`config.mk`:
```
export PLATFORM = sky130hd
export DESIGN_NAME = slave_fsm_flat
export DESIGN_NICKNAME = d
export VERILOG_FILES = /design/src/rtl/slave_fsm_if.sv /design/src/rtl/slave_fsm.sv /design/src/flat_wrapper.sv
export SDC_FILE = /design/constraint.sdc
export NUM_CORES = 1
export LEC_CHECK = 0
export ABC_CLOCK_PERIOD_IN_PS = 2400
export CAP_MARGIN = 15
export CORE_ASPECT_RATIO = 0.75
export CORE_UTILIZATION = 28
export CTS_BUF_LIST = sky130_fd_sc_hd__clkbuf_16
export DETAILED_ROUTE_END_ITERATION = 12
export GPL_TIMING_DRIVEN = 0
export MAX_ROUTING_LAYER = met4
export RECOVER_POWER = 100
export SLEW_MARGIN = 0
export SYNTH_ARGS = -nofsm -noshare
export SYNTH_HDL_FRONTEND = slang
export SYNTH_SLANG_ARGS = --single-unit
```
`constraint.sdc`:
```
create_clock -name clk_i -period 2.4 [get_ports clk_i]
set_input_delay 0.48 -clock clk_i [delete_from_list [all_inputs] [get_ports clk_i]]
set_output_delay 0.48 -clock clk_i [all_outputs]
set_load 0.005 [all_outputs]
```
`src/rtl/slave_fsm_if.sv`:
```
// Handshake and read-port bundle between a req/ack byte master and slave_fsm.
// The master side drives req/data/stall and the buffer read address; the
// slave side returns ack, status, checksum and buffer read data.
interface slave_fsm_if #(
  parameter int CNT_W = 2
);
  logic             req;
  logic [7:0]       data;
  logic             stall;
  logic             ack;
  logic [7:0]       last_byte;
  logic [CNT_W-1:0] byte_cnt;
  logic             burst_done;
  logic [7:0]       checksum;
  logic             proto_err;
  logic [CNT_W-1:0] rd_addr;
  logic [7:0]       rd_data;

  modport master (
    output req, data, stall, rd_addr,
    input  ack, last_byte, byte_cnt, burst_done, checksum, proto_err, rd_data
  );

  modport slave (
    input  req, data, stall, rd_addr,
    output ack, last_byte, byte_cnt, burst_done, checksum, proto_err, rd_data
  );
endinterface

```
`src/rtl/slave_fsm.sv`:
```
// Responder for the 4-phase req/ack byte link.
// Each accepted byte is written into a small burst buffer and folded into a
// running XOR. Ack rises ACK_DELAY cycles after capture (plus one register
// stage) and follows req low. When the last byte of a burst completes, a
// one-cycle burst_done pulse is raised and the XOR is published as checksum.
// A master that drops req while the ack is still being delayed gets a
// proto_err pulse; that byte does not count and its XOR contribution is undone.
module slave_fsm #(
  parameter int BURST_BYTES = 4,
  parameter int CNT_W       = 2,
  parameter int ACK_DELAY   = 0
) (
  input  logic       clk_i,
  input  logic       rst_ni,
  slave_fsm_if.slave bus
);

  typedef enum logic [1:0] {
    S0_IDLE    = 2'd0,
    S1_DELAY   = 2'd1,
    S2_ACK     = 2'd2,
    S3_RELEASE = 2'd3
  } state_e;

  // Final delay count before moving to the ack state; unused when ACK_DELAY is 0.
  localparam logic [3:0]       DLY_LAST = (ACK_DELAY == 0) ? 4'd0 : 4'(ACK_DELAY - 1);
  localparam logic [CNT_W-1:0] CNT_LAST = CNT_W'(BURST_BYTES - 1);
  localparam logic [CNT_W:0]   DEPTH    = (CNT_W + 1)'(BURST_BYTES);

  // Running-checksum update: the first byte of a burst restarts the fold.
  function automatic logic [7:0] xor_accum(input logic [7:0] acc,
                                           input logic [7:0] b,
                                           input logic       restart);
    logic [7:0] res;
    if (restart) begin
      res = b;
    end else begin
      res = acc ^ b;
    end
    return res;
  endfunction

  state_e           state_q,      state_d;
  logic [3:0]       dly_q,        dly_d;
  logic             ack_q,        ack_d;
  logic             burst_done_q, burst_done_d;
  logic             proto_err_q,  proto_err_d;
  logic [7:0]       last_byte_q,  last_byte_d;
  logic [CNT_W-1:0] byte_cnt_q,   byte_cnt_d;
  logic [7:0]       checksum_q,   checksum_d;
  logic [7:0]       xor_q,        xor_d;
  logic [7:0]       mem_q [BURST_BYTES];
  logic [7:0]       mem_d [BURST_BYTES];
  logic [7:0]       rd_data_s;

  // State and datapath registers; reset clears the buffer and drops ack at once.
  always_ff @(posedge clk_i or negedge rst_ni) begin
    if (!rst_ni) begin
      state_q      <= S0_IDLE;
      dly_q        <= 4'd0;
      ack_q        <= 1'b0;
      burst_done_q <= 1'b0;
      proto_err_q  <= 1'b0;
      last_byte_q  <= 8'h00;
      byte_cnt_q   <= '0;
      checksum_q   <= 8'h00;
      xor_q        <= 8'h00;
      for (int i = 0; i < BURST_BYTES; i++) begin
        mem_q[i] <= 8'h00;
      end
    end else begin
      state_q      <= state_d;
      dly_q        <= dly_d;
      ack_q        <= ack_d;
      burst_done_q <= burst_done_d;
      proto_err_q  <= proto_err_d;
      last_byte_q  <= last_byte_d;
      byte_cnt_q   <= byte_cnt_d;
      checksum_q   <= checksum_d;
      xor_q        <= xor_d;
      for (int i = 0; i < BURST_BYTES; i++) begin
        mem_q[i] <= mem_d[i];
      end
    end
  end

  // Next-state and next-output logic for the handshake FSM and its datapath.
  always_comb begin
    state_d      = state_q;
    dly_d        = dly_q;
    ack_d        = 1'b0;
    burst_done_d = 1'b0;
    proto_err_d  = 1'b0;
    last_byte_d  = last_byte_q;
    byte_cnt_d   = byte_cnt_q;
    checksum_d   = checksum_q;
    xor_d        = xor_q;
    for (int i = 0; i < BURST_BYTES; i++) begin
      mem_d[i] = mem_q[i];
    end

    case (state_q)
      S0_IDLE: begin
        // stall gates capture only here; once a byte is taken it runs to completion
        if (bus.req && !bus.stall) begin
          mem_d[byte_cnt_q] = bus.data;
          last_byte_d       = bus.data;
          xor_d             = xor_accum(xor_q, bus.data, (byte_cnt_q == '0));
          if (ACK_DELAY == 0) begin
            state_d = S2_ACK;
          end else begin
            state_d = S1_DELAY;
            dly_d   = 4'd0;
          end
        end else begin
          state_d = S0_IDLE;
        end
      end

      S1_DELAY: begin
        if (!bus.req) begin
          // Abandoned byte: buffer/last_byte keep it, but it leaves the checksum.
          proto_err_d = 1'b1;
          xor_d       = xor_q ^ last_byte_q;
          state_d     = S0_IDLE;
        end else if (dly_q == DLY_LAST) begin
          state_d = S2_ACK;
        end else begin
          dly_d = dly_q + 4'd1;
        end
      end

      S2_ACK: begin
        if (bus.req) begin
          ack_d = 1'b1;
        end else begin
          state_d = S3_RELEASE;
          if (byte_cnt_q == CNT_LAST) begin
            byte_cnt_d   = '0;
            burst_done_d = 1'b1;
            checksum_d   = xor_q;
          end else begin
            byte_cnt_d = byte_cnt_q + 1'b1;
          end
        end
      end

      S3_RELEASE: begin
        // Forced ack-low gap; a req already high is taken on the next cycle.
        state_d = S0_IDLE;
      end

      default: begin
        state_d = S0_IDLE;
      end
    endcase
  end

  // Side read port into the burst buffer; addresses past the buffer read as zero.
  always_comb begin
    rd_data_s = 8'h00;
    if ({1'b0, bus.rd_addr} < DEPTH) begin
      rd_data_s = mem_q[bus.rd_addr];
    end else begin
      rd_data_s = 8'h00;
    end
  end

  assign bus.ack        = ack_q;
  assign bus.burst_done = burst_done_q;
  assign bus.proto_err  = proto_err_q;
  assign bus.last_byte  = last_byte_q;
  assign bus.byte_cnt   = byte_cnt_q;
  assign bus.checksum   = checksum_q;
  assign bus.rd_data    = rd_data_s;

endmodule
```
`src/flat_wrapper.sv`:
```
// flat-port wrapper written by rule: the top's interface ports become plain ports
module slave_fsm_flat 
#(
  parameter int BURST_BYTES = 4,
  parameter int CNT_W       = 2,
  parameter int ACK_DELAY   = 0
)
  (clk_i, rst_ni, bus_req, bus_data, bus_stall, bus_rd_addr, bus_ack, bus_last_byte, bus_byte_cnt, bus_burst_done, bus_checksum, bus_proto_err, bus_rd_data);
  slave_fsm_if #(.CNT_W(CNT_W)) bus_i ();
  input  logic clk_i;
  input  logic rst_ni;
  input wire logic [$bits(bus_i.req)-1:0] bus_req;
  input wire logic [$bits(bus_i.data)-1:0] bus_data;
  input wire logic [$bits(bus_i.stall)-1:0] bus_stall;
  input wire logic [$bits(bus_i.rd_addr)-1:0] bus_rd_addr;
  output wire logic [$bits(bus_i.ack)-1:0] bus_ack;
  output wire logic [$bits(bus_i.last_byte)-1:0] bus_last_byte;
  output wire logic [$bits(bus_i.byte_cnt)-1:0] bus_byte_cnt;
  output wire logic [$bits(bus_i.burst_done)-1:0] bus_burst_done;
  output wire logic [$bits(bus_i.checksum)-1:0] bus_checksum;
  output wire logic [$bits(bus_i.proto_err)-1:0] bus_proto_err;
  output wire logic [$bits(bus_i.rd_data)-1:0] bus_rd_data;
  assign bus_i.req = bus_req;
  assign bus_i.data = bus_data;
  assign bus_i.stall = bus_stall;
  assign bus_i.rd_addr = bus_rd_addr;
  assign bus_ack = bus_i.ack;
  assign bus_last_byte = bus_i.last_byte;
  assign bus_byte_cnt = bus_i.byte_cnt;
  assign bus_burst_done = bus_i.burst_done;
  assign bus_checksum = bus_i.checksum;
  assign bus_proto_err = bus_i.proto_err;
  assign bus_rd_data = bus_i.rd_data;
  slave_fsm #(.BURST_BYTES(BURST_BYTES), .CNT_W(CNT_W), .ACK_DELAY(ACK_DELAY)) u_core (.clk_i(clk_i), .rst_ni(rst_ni), .bus(bus_i));
endmodule
```
==> results by group, run 1 <==
Setup path
  • Reg2reg path depth: 5
  • CP required: 1920 ps
  • Reg2reg setup slack: 240 ps
  • Endpoint class of the critical path: primary output
  • Startpoint types: input port
  • CP Max Fanout: 8
  • Crit path DAT: 1830 ps
  • Setup CP Type: in2out

STA
  • Hold slack: 497 ps
  • RSZ-0062 raised after global routing: no
  • Rel. slew slack: -12.8%
  • Slew Viols, Final: 68
  • Slew @ Worst Pin: 1690 ps
  • Hold Fails Final Rpt: 0
  • Final Cycle Share: 96.2%
  • Setup WS post-layout: 90.2 ps
  • Tmin final: 2310 ps
  • Final setup vio count: 0
  • Fmax: 433 MHz
  • Skew final: 6.02 ps

Drt
  • Via count: 2165
  • TritonRoute pass-1 iters: 4
  • Avg WL per Cell: 17.0 µm
  • Vias/cell: 4.97
  • Remaining antenna violation count: 0
  • Routed WL: 7410 µm
  • DRC: 0
  • Initial DRC count: 73

Power
  • Power share of the combinational group: 35.6%
  • Reg power frac: 39.6%
  • Pleak: 1.74 nW
  • Clock power share: 24.8%
  • Int Power: 3.59 mW
  • Sw Ratio: 30.7%
  • Pwr Density: 1270 nW/µm²
  • Total power: 5.18 mW
  • Switch Pwr: 1.59 mW
  • Max rail drop VDD: 431 µV

CTS
  • Clock Sinks: 67
  • CTS Hold Bufs: 0
  • CTS max path bufs: 2
  • Worst-Skew Late Latency: 330 ps
  • CTS tree: yes
  • TritonCTS Buffers: 9
  • Post-CTS setup buffers: 0
  • Worst-path clk slew: 50 ps
  • Post-cts resize count: 1
  • Clock root cell: clkbuf_16
  • CTS H-Tree Depth: 3

Yosys
  • Yosys cell types: 31
  • Synth Flop Type: dfrtp_1
  • Synth Net Count: 260
  • Share of flip-flops with an asynchronous set or reset: 100%
  • Yosys warns: 0
  • #FFs+latches synth: 67
  • Number of synthesized flops with an enable pin: 0
  • Cells after synthesis: 240
  • Top cells by count, synth: dfrtp_1, mux2_2, a21oi_1
  • Seq/Total Area, Yosys: 51.7%
  • Top cells by area, synth: dfrtp_1, mux2_2, mux4_2, or4bb_1, a21oi_1
  • Post-synthesis cell area: 3240 µm²
  • Most instantiated library cell after synthesis: dfrtp_1
  • Cell taking the most area after synthesis: dfrtp_1
  • Syn_area_per_cell: 13.5 µm²
  • Yosys top cell area share: 51.7%

Global route
  • Initial antenna violation count: 0
  • First-pass GRT wire length: 11900 µm
  • All-Layer GR Usage: 14.0%
  • Vias in the first global route: 2166
  • Overflow after GRT: 0
  • Largest net degree at the start of global routing: 68

Run status
  • Outcome: finished, violations left
  • Failing checks: capacitance limit, slew limit

Placement
  • Port Buffers: 40
  • Routability cong.: 0.759
  • Placed cell areas: 3810 µm²
  • Place WS: -74.1 ps
  • Dpl hpwl: 4970 µm

Run
  • Max-cap violations: 1

Finish
  • Area Growth Syn to Fin: 26.3%
  • Filler cells: 1056
  • Core Util, Final: 36.9%
  • Post-route cell area: 4090 µm²
  • Share of cells above drive strength 1: 27.7%
  • Final net count: 311
  • N_diodes: 0

Die
  • Die height: 95.2 µm
  • Io pins: 43
  • Die Span X: 126 µm
  • Core ar.: 11100 µm²
  • # rows: 33
  • Initial core utilization: 29.2%
  • Die area: 12000 µm²

Worst hold path
  • Worst Hold Class: reg2reg
  • Hold path cells: 1
## per-stage QoR
stage	TNS [ps]	std cells
global placement	-95040	420
detailed placement	-870	420
floorplan	0	240
CTS	0	436
finish	0	436
global route	0	436
## registers in the layout (all words and copies together) (netlist names)
register	count
u_core.bus.ack	1
u_core.mem_q	32
u_core.bus.proto_err	1
u_core.bus.byte_cnt	2
u_core.bus.checksum	8
u_core.bus.last_byte	8
u_core.xor_q	8
u_core.state_q	2
u_core.bus.burst_done	1
u_core.dly_q	4
## power groups by stage
stage / Clock, mW / Combinational (mW) / Sequential [mW]
5_1_grt: 1.37 / 2.03 / 2.13
4_1_cts: 1.32 / 1.95 / 2.06
3_5_place_dp: 0 / 1.94 / 2.07
6_report: 1.29 / 1.84 / 2.05
2_1_floorplan: 0 / 1.16 / 1.98
3_3_place_gp: 0 / 1.89 / 2.05
## final timing paths
check	from	endpoint
worst max-delay path	bus_rd_addr[0]	bus_rd_data[5]
worst min-delay path	u_core.bus.checksum[2]	u_core.bus.checksum[2]
worst max register to register	u_core.bus.byte_cnt[0]	u_core.mem_q[26]
worst min register to register	u_core.bus.checksum[2]	u_core.bus.checksum[2]
max in group asynchronous	rst_ni	u_core.mem_q[2]
min in group asynchronous	rst_ni	u_core.dly_q[2]
## area by class of cell
cell class              count  area (µm²)  share of cell area (%)
plain buffers              12        67.6                    1.65
clock buffers               9         225                    5.50
clock inverters             7        70.1                    1.71
inverters                   6        22.5                   0.550
multi-input cells         155        1460                    35.7
flip-flops and latches     67        1680                    41.0
well taps                 140         175                    4.28
repair buffers             40         395                    9.66
## layout by cell type, fill, tap and decap left out, drive strengths merged
master / instances
a21oi: 17
buf: 4
o31a: 1
nand2b: 1
clkdlybuf4s50: 16
nand3b: 8
dfrtp: 67
or4bb: 8
inv: 7
and3b: 9
o21ai: 2
mux2: 49
nor2b: 10
nor3b: 1
or2: 1
mux4: 8
and2: 2
nand4: 1
bufinv: 1
clkinv: 2
nand2: 6
xnor2: 3
nor2: 3
nor3: 9
o32a: 8
o311ai: 1
clkbuf: 18
clkinvlp: 3
ha: 6
dlygate4sd3: 23
nor4b: 1
## worst max-delay path, stage by stage
cell             delay, ps
clkbuf_2               300
mux4_2                 580
clkdlybuf4s50_1        470
## routing by layer
| layer | vias to the layer above | track usage [%] | wire, µm |
|---|---|---|---|
| li1 | 1003 | - | - |
| met1 | 1093 | 18.3 | 3610 |
| met2 | 63 | 19.9 | 3280 |
| met3 | 6 | 4.49 | 433 |
| met4 | 0 | 5.62 | 81 |
| met5 | - | - | 0 |
## kinds of logic (layout without fill, tap and decap cells)
group,Yosys count,in the layout,share of synthesized area (%)
AOI/OAI and AO/OA,29,29,5.95
xor gates and xnor gates,3,3,0.811
adders and majority gates,6,6,2.32
buffers and inverters,18,74,2.78
DFF,67,67,51.7
muxes,57,57,22.6
and+or+nand+nor,60,60,13.8
(Power assumes the default switching activity.)
==> inputs of run 2 (changes only) <==
--- a/config.mk
+++ b/config.mk
@@ -8,13 +8,15 @@
 export ABC_CLOCK_PERIOD_IN_PS = 2400
 export CAP_MARGIN = 15
 export CORE_ASPECT_RATIO = 0.75
-export CORE_UTILIZATION = 28
+export CORE_UTILIZATION = 59
 export CTS_BUF_LIST = sky130_fd_sc_hd__clkbuf_16
 export DETAILED_ROUTE_END_ITERATION = 12
 export GPL_TIMING_DRIVEN = 0
 export MAX_ROUTING_LAYER = met4
+export PLACE_DENSITY = 0.85
 export RECOVER_POWER = 100
 export SLEW_MARGIN = 0
 export SYNTH_ARGS = -nofsm -noshare
 export SYNTH_HDL_FRONTEND = slang
 export SYNTH_SLANG_ARGS = --single-unit
+export TNS_END_PERCENT = 100
==> run 2 against run 1 <==
  * The flow still finishes with violations (capacitance limit, slew limit)
  * Register-to-register slack improved by 110 ps
  * Sequential power about the same
  * Critical path type unchanged
  * Worst hold slack better by 2.1 ps
  * Sequential share of layout area grew 1.0 points
  * Design area fell by 2.4%
  * Non-clock buffer count is the same
==> results by group, run 2 (same netlist as run 1, synthesis figures left out) <==
Die
  • Initial core utilization: 63.6% (was 29.2%)
  • Io pins: 43 (unchanged)
  • Die height: 66.2 µm (was 95.2 µm)
  • Core ar.: 5090 µm² (was 11100 µm²)
  • Die Span X: 87.6 µm (was 126 µm)
  • # rows: 22 (was 33)
  • Die area: 5800 µm² (was 12000 µm²)

Finish
  • Commonest non-fill, non-tap cells in the layout: dfrtp_1, mux2_2, dlygate4sd3_1 (unchanged)
  • Final net count: 311 (unchanged)
  • Largest Register: u_core.mem_q (unchanged)
  • Max FFs per register: 32 (unchanged)
  • Area Growth Syn to Fin: 23.3% (was 26.3%)
  • Non-Filler Instances: 368 (was 436)
  • N_diodes: 0 (unchanged)
  • Post-route cell area: 4000 µm² (was 4090 µm²)
  • Most common cell after layout, fill and taps aside: dfrtp_1 (unchanged)
  • Share of cells above drive strength 1: 27.4% (was 27.7%)

Setup path
  • Startpoint types: input port (unchanged)
  • Endpoint class of the critical path: primary output (unchanged)
  • Crit path DAT: 1840 ps (was 1830 ps)
  • Setup CP Type: in2out (unchanged)
  • CP required: 1920 ps (about the same)
  • CP Max Fanout: 8 (unchanged)

STA
  • Fmax: 431 MHz (was 433 MHz)
  • Rel. slew slack: -9.26% (was -12.8%)
  • Final setup vio count: 0 (unchanged)
  • Tmin final: 2320 ps (was 2310 ps)
  • Hold slack: 499 ps (was 497 ps)
  • Setup WS post-layout: 80.9 ps (was 90.2 ps)
  • RSZ-0062 raised after global routing: no (unchanged)
  • Hold Fails Final Rpt: 0 (unchanged)
  • Final Cycle Share: 96.6% (was 96.2%)
  • Slew @ Worst Pin: 1640 ps (was 1690 ps)
  • Slew Viols, Final: 68 (unchanged)
  • Skew final: 4.16 ps (was 6.02 ps)

Global route
  • First-pass GRT wire length: 10900 µm (was 11900 µm)
  • Vias in the first global route: 2157 (was 2166)
  • Initial antenna violation count: 0 (unchanged)
  • All-Layer GR Usage: 26.9% (was 14.0%)
  • Overflow after GRT: 0 (unchanged)
  • Largest net degree at the start of global routing: 68 (unchanged)

Drt
  • Initial DRC count: 177 (was 73)
  • Via count: 2225 (was 2165)
  • Routed WL: 6620 µm (was 7410 µm)
  • Vias/cell: 6.05 (was 4.97)
  • DRC: 0 (unchanged)
  • TritonRoute pass-1 iters: 4 (unchanged)
  • Remaining antenna violation count: 0 (unchanged)
  • Avg WL per Cell: 18.0 µm (was 17.0 µm)

Power
  • Total power: 5.12 mW (was 5.18 mW)
  • Max rail drop VDD: 845 µV (was 431 µV)
  • Pleak: 1.74 nW (about the same)
  • Pwr Density: 1280 nW/µm² (was 1270 nW/µm²)

CTS
  • TritonCTS Buffers: 9 (unchanged)
  • Worst-path clk slew: 50 ps (about the same)
  • CTS H-Tree Depth: 3 (unchanged)
  • CTS max path bufs: 2 (unchanged)
  • Worst-Skew Late Latency: 320 ps (was 330 ps)
  • CTS tree: yes (unchanged)
  • Post-CTS setup buffers: 0 (unchanged)
  • Clock root cell: clkbuf_16 (unchanged)
  • Clock Sinks: 67 (unchanged)

Worst hold path
  • Worst Hold Class: reg2reg (unchanged)

Placement
  • Placed cell areas: 3730 µm² (was 3810 µm²)
  • Dpl hpwl: 4260 µm (was 4970 µm)
  • Port Buffers: 40 (unchanged)
  • Placed Cells incl. Taps: 352 (was 420)
  • Place WS: -96.8 ps (was -74.1 ps)
  • Routability cong.: 0.835 (was 0.759)

Run status
  • Outcome: finished, violations left (unchanged)
  • Failing checks: capacitance limit, slew limit (unchanged)

Run
  • Max-cap violations: 1 (unchanged)
## run 2: cell count changes in the layout (fill, tap and decap cells not counted), sizes merged
cell           previous run  this run
clkinv                    2         5
clkdlybuf4s50            16        15
clkbuf                   18        19
clkinvlp                  3         1
buf                       4         3
inv                       7         6
dlygate4sd3              23        24
## run 2: path summary, 6_finish.rpt
check,from,to,slack (ps),cells after the start
setup / recovery,bus_rd_addr[1],bus_rd_data[6],80,3
hold / removal,u_core.bus.checksum[2],u_core.bus.checksum[2],500,1
setup reg to reg,u_core.bus.byte_cnt[0],u_core.mem_q[31],350,5
hold reg to reg,u_core.bus.checksum[2],u_core.bus.checksum[2],500,1
max in group asynchronous,rst_ni,u_core.bus.byte_cnt[1],850,1
min in group asynchronous,rst_ni,u_core.mem_q[18],580,1
## run 2: power by group
part,leakage (nW),total [mW],internal [mW],switching [mW]
clock network,0.138,1.24,0.788,0.456
registers,0.820,2.06,1.68,0.380
logic,0.785,1.82,1.11,0.709
## run 2: final cells by class
type | count | area [µm²]
sequential | 67 | 1680
multi-input combinational | 155 | 1460
fill | 313 | 1100
timing repair buffer | 40 | 395
clock buffer | 9 | 225
tap | 72 | 90.1
buffer | 12 | 66.3
clock inverter | 7 | 58.8
inverter | 6 | 22.5
## run 2: through the flow
stage	util [%]	setup TNS, ps
2_1_floorplan	-	0
3_3_place_gp	73.3	-88130
3_5_place_dp	73.2	-1120
4_1_cts	78.8	0
5_1_grt	78.5	0
6_report	78.5	0
## run 2: worst max-delay path, cell delays in order
cell and delay [ps]:
clkbuf_2 240, mux4_2 540, dlygate4sd3_1 590
## run 2: repair_timing
item,CTS,global route
hold endpoints to repair,0,0
gates resized for setup,0,2
endpoints found under the setup margin,0,1
hold buffers,0,0
## run 2: layer usage
metal  wire [µm]  global-route usage (%)
met1        3140                    36.1
met5           0                       -
met3         313                    7.12
met4          95                    8.20
met2        3080                    40.6
==> inputs of run 3 (changes only) <==
--- a/config.mk
+++ b/config.mk
@@ -11,7 +11,6 @@
 export CORE_UTILIZATION = 59
 export CTS_BUF_LIST = sky130_fd_sc_hd__clkbuf_16
 export DETAILED_ROUTE_END_ITERATION = 12
-export GPL_TIMING_DRIVEN = 0
 export MAX_ROUTING_LAYER = met4
 export PLACE_DENSITY = 0.85
 export RECOVER_POWER = 100
==> run 3 against run 2 <==
  * The flow now finishes without violations
  * Routed wire length up 4.4%
  * Sequential share of layout area down 1.3 points
  * Global-route usage up 1.2 points
  * Setup slack better by 2.3 ps
  * Total power up 2.5%
  * Clock skew up 2.2 ps
  * Register-to-register slack worse by 100 ps
==> results by group, run 3 (same netlist as run 1, synthesis figures left out) <==
Setup path
  • Reg2reg path depth: 4 (was 5)
  • CP cell instances: dlygate4sd2_1 > buf_12 > mux4_2 > clkdlybuf4s50_1 (was clkbuf_2 > mux4_2 > dlygate4sd3_1)
  • Worst r2r src: u_core.state_q[0] (was u_core.bus.byte_cnt[0])
  • CP Max Fanout: 8 (unchanged)
  • Slowest CP cell: mux4_2 (was dlygate4sd3_1)
  • Setup CP Type: in2out (unchanged)
  • Buf+Inv Stages, Crit Path: 3 (was 2)
  • Max incr delay on CP: 500 ps (was 590 ps)
  • Critical path depth: 4 (was 3)
  • Endpoint class of the critical path: primary output (unchanged)
  • CP required: 1920 ps (about the same)
  • Startpoint types: input port (unchanged)
  • Reg2reg setup slack: 250 ps (was 350 ps)
  • Critical path's top delay family: buffers and inverters (unchanged)
  • Crit path DAT: 1840 ps (about the same)
  • Critical R2R Capture: u_core.bus.checksum[4] (was u_core.mem_q[31])

Die
  • Core ar.: 5090 µm² (unchanged)
  • Initial core utilization: 63.6% (unchanged)
  • Io pins: 43 (unchanged)
  • Die height: 66.2 µm (unchanged)
  • Die area: 5800 µm² (unchanged)
  • # rows: 22 (unchanged)
  • Die Span X: 87.6 µm (unchanged)

Drt
  • TritonRoute pass-1 iters: 4 (unchanged)
  • Avg WL per Cell: 18.4 µm (was 18.0 µm)
  • Routed WL: 6920 µm (was 6620 µm)
  • Vias/cell: 5.98 (was 6.05)
  • Remaining antenna violation count: 0 (unchanged)
  • Via count: 2248 (was 2225)
  • Initial DRC count: 137 (was 177)
  • DRC: 0 (unchanged)

Placement
  • Routability cong.: 0.786 (was 0.835)
  • Dpl hpwl: 4680 µm (was 4260 µm)
  • Place WS: -188 ps (was -96.8 ps)
  • Port Buffers: 42 (was 40)

Finish
  • Largest Register: u_core.mem_q (unchanged)
  • Area Growth Syn to Fin: 27.3% (was 23.3%)
  • Share of cells above drive strength 1: 28.3% (was 27.4%)
  • Max FFs per register: 32 (unchanged)
  • N_diodes: 0 (unchanged)
  • Most common cell after layout, fill and taps aside: dfrtp_1 (unchanged)
  • Final net count: 319 (was 311)
  • Core Util, Final: 81.0% (was 78.5%)
  • Commonest non-fill, non-tap cells in the layout: dfrtp_1, mux2_2, dlygate4sd3_1 (unchanged)

CTS
  • Clock root cell: clkbuf_16 (unchanged)
  • TritonCTS Buffers: 9 (unchanged)
  • CTS tree: yes (unchanged)
  • Clock Sinks: 67 (unchanged)
  • CTS max path bufs: 2 (unchanged)
  • Worst-path clk slew: 50 ps (about the same)
  • CTS H-Tree Depth: 3 (unchanged)
  • Worst-Skew Late Latency: 330 ps (was 320 ps)
  • Post-CTS setup buffers: 0 (unchanged)

STA
  • Skew final: 6.35 ps (was 4.16 ps)
  • Slew @ Worst Pin: 1450 ps (was 1640 ps)
  • Hold Fails Final Rpt: 0 (unchanged)
  • RSZ-0062 raised after global routing: no (unchanged)
  • Slew Viols, Final: 0 (was 68)
  • Fmax: 432 MHz (was 431 MHz)
  • Setup WS post-layout: 83.2 ps (was 80.9 ps)
  • Rel. slew slack: 3.19% (was -9.26%)
  • Tmin final: 2320 ps (about the same)
  • Final Cycle Share: 96.5% (was 96.6%)
  • Final setup vio count: 0 (unchanged)

Worst hold path
  • Worst Hold Class: in2async (was reg2reg)

Power
  • Pwr Density: 1270 nW/µm² (was 1280 nW/µm²)
  • Reg power frac: 40.5% (was 40.2%)
  • Pleak: 1.83 nW (was 1.74 nW)
  • Max rail drop VDD: 874 µV (was 845 µV)
  • Sw Ratio: 29.7% (was 30.2%)
  • Clock power share: 25.8% (was 24.3%)
  • Int Power: 3.69 mW (was 3.58 mW)
  • Switch Pwr: 1.56 mW (was 1.55 mW)
  • Power share of the combinational group: 33.6% (was 35.5%)

Global route
  • First-pass GRT wire length: 11300 µm (was 10900 µm)
  • Largest net degree at the start of global routing: 43 (was 68)
  • Initial antenna violation count: 0 (unchanged)
  • Overflow after GRT: 0 (unchanged)
  • Vias in the first global route: 2201 (was 2157)
  • All-Layer GR Usage: 28.1% (was 26.9%)

Run
  • Max-cap violations: 0 (was 1)

Run status
  • Outcome: completed (was finished, violations left)
run 3: cell types whose count changed in the layout (fill, tap and decap cells not counted), sizes merged, moves of 2 or more:
cell	before	now
buf	3	12
clkbuf	19	15
dlygate4sd2	0	2
dlygate4sd3	24	22
dlymetal6s2s	0	2
run 3: repair_timing:
| action | in CTS | in global routing |
|---|---|---|
| endpoints found under the setup margin | 8 | 7 |
| resized for setup | 2 | 2 |
| hold buffers | 0 | 0 |
| cloned | 0 | 0 |
run 3: layout make-up:
type	instances	area, µm²
multi-input cells	155	1460
clock inverters	7	82.6
clock buffers	9	225
fillers	301	968
inverters	6	22.5
repair buffers	60	568
flip-flops and latches	67	1680
well taps	72	90.1
run 3: worst max-delay path by stage:
stage,start,to,slack [ps]
2_1_floorplan,bus_rd_addr[1],bus_rd_data[6],610
3_3_place_gp,bus_rd_addr[0],bus_rd_data[5],-150
3_5_place_dp,bus_rd_addr[0],bus_rd_data[2],-190
4_1_cts,bus_rd_addr[1],bus_rd_data[2],2
5_1_grt,bus_req,u_core.bus.checksum[4],30
6_report,bus_rd_addr[0],bus_rd_data[0],80
run 3: worst register-to-register path, delay by kind of cell (launching register included):
kind / cells / cell delay [ps]
flops: 1 / 640
simple gates: 2 / 570
buf+inv: 1 / 420
mux: 1 / 400
run 3: per-layer routing:
metal	vias up	part of all wire (%)	GRT usage [%]
li1	1013	-	-
met1	1159	44	35.2
met2	70	50	43.7
met3	6	5.2	9.99
met4	0	0.69	7.79
met5	-	0	-
run 3: stage by stage:
stage	total power, mW	hold WS (ps)	setup TNS [ps]	std cells	cell area (µm²)
final	5.25	482	0	376	4120
after floorplan	3.14	184	0	240	3240
after global placement	3.89	483	-1060	360	3850
after global routing	5.55	513	0	376	4120
after detailed placement	3.99	493	-1280	360	3850
after CTS	5.38	163	0	376	4160
run 3: power by group through the flow:
stage | registers [mW] | clock network [mW] | logic [mW]
after floorplan | 1.98 | 0 | 1.16
after global placement | 2.11 | 0 | 1.78
after detailed placement | 2.14 | 0 | 1.85
after CTS | 2.13 | 1.37 | 1.88
after global routing | 2.20 | 1.43 | 1.92
final | 2.13 | 1.36 | 1.77
